## src/rtl/sensor_pkg.sv

```systemverilog
// Shared types and defaults for the sensor front-end: debounce FSM states and
// the default debounce window.
package sensor_pkg;

    localparam int DEFAULT_DEBOUNCE_CYCLES = 1000000;

    typedef enum logic [1:0] {
        STABLE_INACT,
        WAIT_ACT,
        STABLE_ACT,
        WAIT_INACT
    } deb_state_t;

endpackage

```

## src/rtl/sensor_debounce.sv

```systemverilog
// One sensor channel: 2-FF synchroniser for an active-low pin, 4-state debounce
// FSM with hold counter, and a rising-edge flag aligned with the debounced level.
module sensor_debounce
    import sensor_pkg::*;
#(
    parameter int DEBOUNCE_CYCLES = DEFAULT_DEBOUNCE_CYCLES
) (
    input  logic clk,
    input  logic reset_n,
    input  logic raw_n,
    output logic level,
    output logic rise
);

    localparam int CNT_W = $clog2(DEBOUNCE_CYCLES + 1);
    localparam logic [CNT_W-1:0] CNT_MAX = CNT_W'(DEBOUNCE_CYCLES - 1);

    logic [1:0]       sync_q;
    logic             s;
    deb_state_t       state_q;
    logic [CNT_W-1:0] cnt_q;
    logic             level_q;
    logic             rise_q;

    // Sync flops come out of reset at 1 so an idle (high) pin never looks active.
    always_ff @(posedge clk or negedge reset_n) begin
        if (!reset_n) begin
            sync_q <= 2'b11;
        end else begin
            sync_q <= {sync_q[0], raw_n};
        end
    end

    assign s = sync_q[1];

    // NOTE: sequential state uses non-blocking assignments only, so every flop
    // samples pre-edge values regardless of statement order.
    always_ff @(posedge clk or negedge reset_n) begin
        if (!reset_n) begin
            state_q <= STABLE_INACT;
            cnt_q   <= '0;
            level_q <= 1'b0;
            rise_q  <= 1'b0;
        end else begin
            rise_q <= 1'b0;
            case (state_q)
                STABLE_INACT: begin
                    if (!s) begin
                        state_q <= WAIT_ACT;
                        cnt_q   <= CNT_W'(1);
                    end else begin
                        cnt_q   <= '0;
                    end
                end
                WAIT_ACT: begin
                    if (s) begin
                        state_q <= STABLE_INACT;
                        cnt_q   <= '0;
                    end else if (cnt_q == CNT_MAX) begin
                        state_q <= STABLE_ACT;
                        cnt_q   <= '0;
                        level_q <= 1'b1;
                        rise_q  <= 1'b1;
                    end else begin
                        cnt_q   <= cnt_q + CNT_W'(1);
                    end
                end
                STABLE_ACT: begin
                    if (s) begin
                        state_q <= WAIT_INACT;
                        cnt_q   <= CNT_W'(1);
                    end else begin
                        cnt_q   <= '0;
                    end
                end
                WAIT_INACT: begin
                    if (!s) begin
                        state_q <= STABLE_ACT;
                        cnt_q   <= '0;
                    end else if (cnt_q == CNT_MAX) begin
                        state_q <= STABLE_INACT;
                        cnt_q   <= '0;
                        level_q <= 1'b0;
                    end else begin
                        cnt_q   <= cnt_q + CNT_W'(1);
                    end
                end
                default: begin
                    state_q <= STABLE_INACT;
                    cnt_q   <= '0;
                    level_q <= 1'b0;
                end
            endcase
        end
    end

    assign level = level_q;
    assign rise  = rise_q;

endmodule

```

## src/rtl/sensor_conditioner.sv

```systemverilog
// Sensor front-end top: three debounced channels (IR, gas, flame) with registered
// outputs. Define SENSOR_ALARM_LATCH_EN to latch gas/fire alarms until alarm_clr.
module sensor_conditioner
    import sensor_pkg::*;
#(
    parameter int DEBOUNCE_CYCLES = DEFAULT_DEBOUNCE_CYCLES
) (
    input  logic clk,
    input  logic reset_n,
    input  logic ir_raw,
    input  logic gas_raw,
    input  logic fire_raw,
    input  logic alarm_clr,
    output logic obj_present,
    output logic obj_pulse,
    output logic gas_alarm,
    output logic fire_alarm,
    output logic any_alarm
);

    logic ir_level,  ir_rise;
    logic gas_level, gas_rise;
    logic fire_level, fire_rise;

    logic obj_present_q, obj_pulse_q;
    logic gas_alarm_q, gas_alarm_d;
    logic fire_alarm_q, fire_alarm_d;
    logic any_alarm_q;

    sensor_debounce #(.DEBOUNCE_CYCLES(DEBOUNCE_CYCLES)) u_ir (
        .clk(clk), .reset_n(reset_n), .raw_n(ir_raw), .level(ir_level), .rise(ir_rise)
    );
    sensor_debounce #(.DEBOUNCE_CYCLES(DEBOUNCE_CYCLES)) u_gas (
        .clk(clk), .reset_n(reset_n), .raw_n(gas_raw), .level(gas_level), .rise(gas_rise)
    );
    sensor_debounce #(.DEBOUNCE_CYCLES(DEBOUNCE_CYCLES)) u_fire (
        .clk(clk), .reset_n(reset_n), .raw_n(fire_raw), .level(fire_level), .rise(fire_rise)
    );

`ifdef SENSOR_ALARM_LATCH_EN
    // Set on the debounced rise; clear only once the level has dropped. Set wins.
    always_comb begin
        gas_alarm_d  = gas_rise  | (gas_alarm_q  & ~(alarm_clr & ~gas_level));
        fire_alarm_d = fire_rise | (fire_alarm_q & ~(alarm_clr & ~fire_level));
    end
`else
    logic unused_default;
    assign unused_default = ^{alarm_clr, gas_rise, fire_rise};

    always_comb begin
        gas_alarm_d  = gas_level;
        fire_alarm_d = fire_level;
    end
`endif

    // any_alarm is built from the next-state alarms so it lines up with them.
    always_ff @(posedge clk or negedge reset_n) begin
        if (!reset_n) begin
            obj_present_q <= 1'b0;
            obj_pulse_q   <= 1'b0;
            gas_alarm_q   <= 1'b0;
            fire_alarm_q  <= 1'b0;
            any_alarm_q   <= 1'b0;
        end else begin
            obj_present_q <= ir_level;
            obj_pulse_q   <= ir_rise;
            gas_alarm_q   <= gas_alarm_d;
            fire_alarm_q  <= fire_alarm_d;
            any_alarm_q   <= gas_alarm_d | fire_alarm_d;
        end
    end

    assign obj_present = obj_present_q;
    assign obj_pulse   = obj_pulse_q;
    assign gas_alarm   = gas_alarm_q;
    assign fire_alarm  = fire_alarm_q;
    assign any_alarm   = any_alarm_q;

endmodule

```

## config.mk

```make
export PLATFORM = sky130hd
export DESIGN_NAME = sensor_conditioner
export DESIGN_NICKNAME = d
export VERILOG_FILES = /design/src/rtl/sensor_pkg.sv /design/src/rtl/sensor_debounce.sv /design/src/rtl/sensor_conditioner.sv
export SDC_FILE = /design/constraint.sdc
export NUM_CORES = 1
export LEC_CHECK = 0
export CAP_MARGIN = 20
export CORE_ASPECT_RATIO = 1.25
export CORE_UTILIZATION = 55
export CTS_CLUSTER_DIAMETER = 200
export DETAILED_ROUTE_END_ITERATION = 10
export GPL_TIMING_DRIVEN = 0
export PLACE_DENSITY_LB_ADDON = 0.25
export SLEW_MARGIN = 25
export SYNTH_ARGS = -nofsm -noshare
export SYNTH_HDL_FRONTEND = slang
export SYNTH_SLANG_ARGS = --single-unit
```

## constraint.sdc

```tcl
create_clock -name clk -period 3.2 [get_ports clk]
set_input_delay 0.32 -clock clk [delete_from_list [all_inputs] [get_ports clk]]
set_output_delay 0.32 -clock clk [all_outputs]
set_load 0.03 [all_outputs]
```

==> results.txt <==
* Routability congestion estimate from global placement: 0.775
- Global-route wire length before repair: around 11000 um
- For this design the static power due to leakage is 1.65 nW.
- Compound-gate portion of the synthesized area: 6.97%
- Max clock buf depth: 2
- Number of synthesized register bits: 81
* Placed insts: 460
- Flop-to-flop setup slack: 0.79 ns
- Number of global-route vias before repair: 2512
- Final min period: around 2.4 ns
- During placement, the flow inserted port buffers numbering 9.
* Worst Hold Class: reg2reg
- The worst path meets setup with 0.792 ns of slack.
- The biggest area contributor in the post-synthesis netlist is dfrtp_1.
* PwrDens: approximately 440 nW/um^2
* Core Box Area: 6570 um^2
* Bufs and invs on worst path: 2
* Total number of clock tree sinks: 81
- Dividing the detail-routed wire length by the instance count gives 13.7 um.
- All-layer global routing usage: around a fifth
* Register area: between 2000 and 2500 um^2
* Setup fix buffers added after clock tree synthesis: 0
* Max-capacitance violation count: 0
- In this run the number of H-tree levels came out at 3.
- Critical path startpoint: u_ir.cnt_q[0]
- Routed via count: 2658
- CP arrival: roughly 2.6 ns
* CP max stage delay: 0.64 ns
- Among all stages on the critical path, the largest delay is contributed by nor4_1.
- Total number of cells along the worst setup path: 7
- The pre-antenna-repair detailed-routing pass consisted of 4 iterations.
* Layout overhead on the synthesized area: 11.6%
* Vertical extent of the die: 94.3 um
* Grt ovf: 0
- The layout has 535 filler cells.
* Number of antenna violations at the first check in global routing: 0
* Die Footprint: 7150 um^2
- The total count of max-transition violations in the final report came to 0.
- The worst register-to-register path has a depth of 7.
- The tree is rooted in a clkbuf_8.
* CTS Buf Count: 9
- Clock tree from TritonCTS: built
- After legalization and detailed placement, the total HPWL measured 4470 um.
- In this run, distinct cell masters in the synthesized netlist total 44.
- Arithmetic-cell share of the synthesized area counting full adders, half adders and majority gates: 1.00%
- Total number of yosys warnings: 0
* Unrepaired setup endpoints after global routing: false
- Summing the areas of all and, or, nand and nor instances in the mapped netlist gives 23.8% of the synthesized area.
- Wires add up to between 6000 and 7000 um.
- Per-cell via count in the routed design: roughly 5.6
- In the post-synthesis netlist, the biggest area contributors are dfrtp_1, xnor2_1, nor2_1.
- For this run, design rule violations remaining after detail routing come to 0.
- Measured against its own limit, the worst slew margin works out to a little under three fifths.
* Critical-path maximum fanout: 10
* Category of cells accounting for the largest share of critical-path delay: simple AND/OR/NAND/NOR gates
* Final period util: 75.2%
* Ant diodes: 0
* Worst-path clk slew: about 0.090 ns
- Worst vdd ir: 0.385 mV
- Of the cells placed in the final design, the portion with a size suffix greater than 1 is about a tenth.
* Critical path's most frequent cell: buf_2
- Post-CTS repair changed the size of 0 cells.
* EDFF count, synth: 0
- Mux cell area share after synthesis: 1.10%
- Transition at the pin with the smallest max-transition slack: 0.646 ns
- Portion of synthesized cell area occupied by the leading cell type: 50.1%
- Rows: 33
- Number of I/O pins: 11
- By startpoint and endpoint, the worst setup path is classified as reg2reg.
- The cell count after synthesis came out at 363.
- CTS Hold Bufs: 1
* Final instance count without filler cells: 477
- Summing internal, switching and leakage power gives 1.86 mW.
- Xor and xnor area share after synthesis: 10.0%
- The mapped netlist covers 3750 um^2.
- Setup TNS after final layout: 0 ns
- The signal on the critical path passes through ha_1 -> nand4_1 -> nor4_1 -> a211o_1 -> buf_2 -> buf_2 -> nor2_1.
* Effective utilization at floorplan: 57.1%
* Category of the worst setup path launch point: flop
- Number of design-rule violations left by the first detailed-router iteration: around 170
- For this run, the top clock speed supported by timing is 415 MHz.
- End point of the critical path: u_ir.cnt_q[8]
* Post-route standard cell area excluding fillers: 4190 um^2
- Final Hold Viols: 0
* Combinational family with the most area after synthesis: simple AND/OR/NAND/NOR gates
- Counting every net in the synthesized netlist gives 372.
* Clock skew after layout: 0.0142 ns
* Die boundary width: 75.9 um
- Maximum number of pins on one net before global-route repair: 56
- Before CTS, the worst setup slack after placement is 0.807 ns.
- Share of async-settable or async-resettable flops after synthesis: between 90% and 100%
- Primary flip-flop cell chosen by synthesis mapping: dfrtp_1
- After detailed placement, the total cell area comes to 3970 um^2.
* Syn_area_per_cell: 10.3 um^2
* Area occupied by multi-input gates: 1610 um^2
* Worst-case hold slack: 0.353 ns
- The run finished with clean final reports.
* Crit path capture type: flop
- Net count of the finished layout: 394
- R2R Path Start: u_ir.cnt_q[0]
- Post-route ant nets: 0
- For this run, the register share of the synthesized area comes to 54.3%.
- Data on the critical path is required at its endpoint by ~3.4 ns.
* Clock network latency to the later pin of the worst-skew pair: 0.35 ns
- Setup violations remaining at the end of the flow were counted as 0.
* Reg2Reg Capture Point: u_ir.cnt_q[8]
* Final core utilization: 63.8%
## layout by cell type, fill, tap and decap left out, types with 3 or more instances in the layout
cell type / instances
and4_1: 9
xor2_1: 16
mux2i_1: 3
clkbuf_8: 9
and3_1: 4
or4_1: 7
nor2_1: 53
nand4_1: 13
nand3_1: 21
clkdlybuf4s50_1: 8
ha_1: 3
nand2_1: 17
a21oi_1: 15
dfstp_2: 6
clkbuf_1: 3
buf_2: 4
xnor2_1: 27
o21ai_0: 9
nor3_1: 9
inv_1: 17
dfrtp_1: 75
or3_1: 11
nor4_1: 12
o31ai_1: 4
## cells in the mapped netlist, types with 7 or more instances
cell type / number
nor4_1: 12
nand2_1: 17
nand3_1: 21
inv_1: 17
or3_1: 11
and4_1: 9
nor2_1: 53
o21ai_0: 9
nand4_1: 13
xnor2_1: 27
a21oi_1: 15
nor3_1: 9
dfrtp_1: 75
or4_1: 7
xor2_1: 16
## flip-flops by register name (all words and copies together) (netlist names), 2 cells and up, named ones only
register,count
u_fire.sync_q,2
u_fire.cnt_q,20
u_gas.sync_q,2
u_ir.cnt_q,20
u_ir.sync_q,2
u_gas.cnt_q,20
## worst min-delay path by stage
stage                         start              end  slack, ns  depth (start not counted)
after floorplan             reset_n        async pin       0.02                          0
after global placement    u_ir.rise        obj_pulse       0.33                          0
after detailed placement    reset_n  u_gas.cnt_q[17]       0.26                          1
after CTS                 u_ir.rise        obj_pulse       0.35                          0
after global routing         ir_raw   u_ir.sync_q[0]       0.35                          1
final                     u_ir.rise        obj_pulse       0.35                          0
## metal layers
layer / global-route usage (%) / wire length [um]
met2: 32.4 / 3150
met1: 28.0 / 3150
met5: 0 / 0
met3: 3.54 / 108
met4: 9.72 / 129
## logic make-up (layout without fill, tap and decap cells)
| kind of cell | after synthesis | in the layout |
|---|---|---|
| multiplexers | 4 | 4 |
| AND/OR/NAND/NOR | 167 | 167 |
| adder cells (fa/ha/maj) | 3 | 3 |
| AO/OA/AOI/OAI | 40 | 40 |
| flip-flops | 81 | 81 |
| buffers and inverters | 25 | 52 |
| XOR/XNOR | 43 | 43 |
## worst reg2reg max path, stage by stage (launching register included)
cell	delay (ns)
dfrtp_1	0.41
ha_1	0.23
nand4_1	0.27
nor4_1	0.64
a211o_1	0.21
buf_2	0.21
buf_2	0.25
nor2_1	0.08
## final cells by class
cell class	instances	area share, %
buffer	8	1.02
tap	87	2.60
sequential	81	48.6
timing repair buffer	11	2.99
inverter	17	1.52
multi-input combinational	257	38.4
clock buffer	9	2.96
clock inverter	7	1.85
## where the power goes
part	total [mW]	switching [mW]	internal, mW
logic	0.0620	0.0409	0.0211
registers	1.05	0.00989	1.04
clock network	0.753	0.386	0.367
total	1.86	0.436	1.42
(Power assumes the default switching activity.)
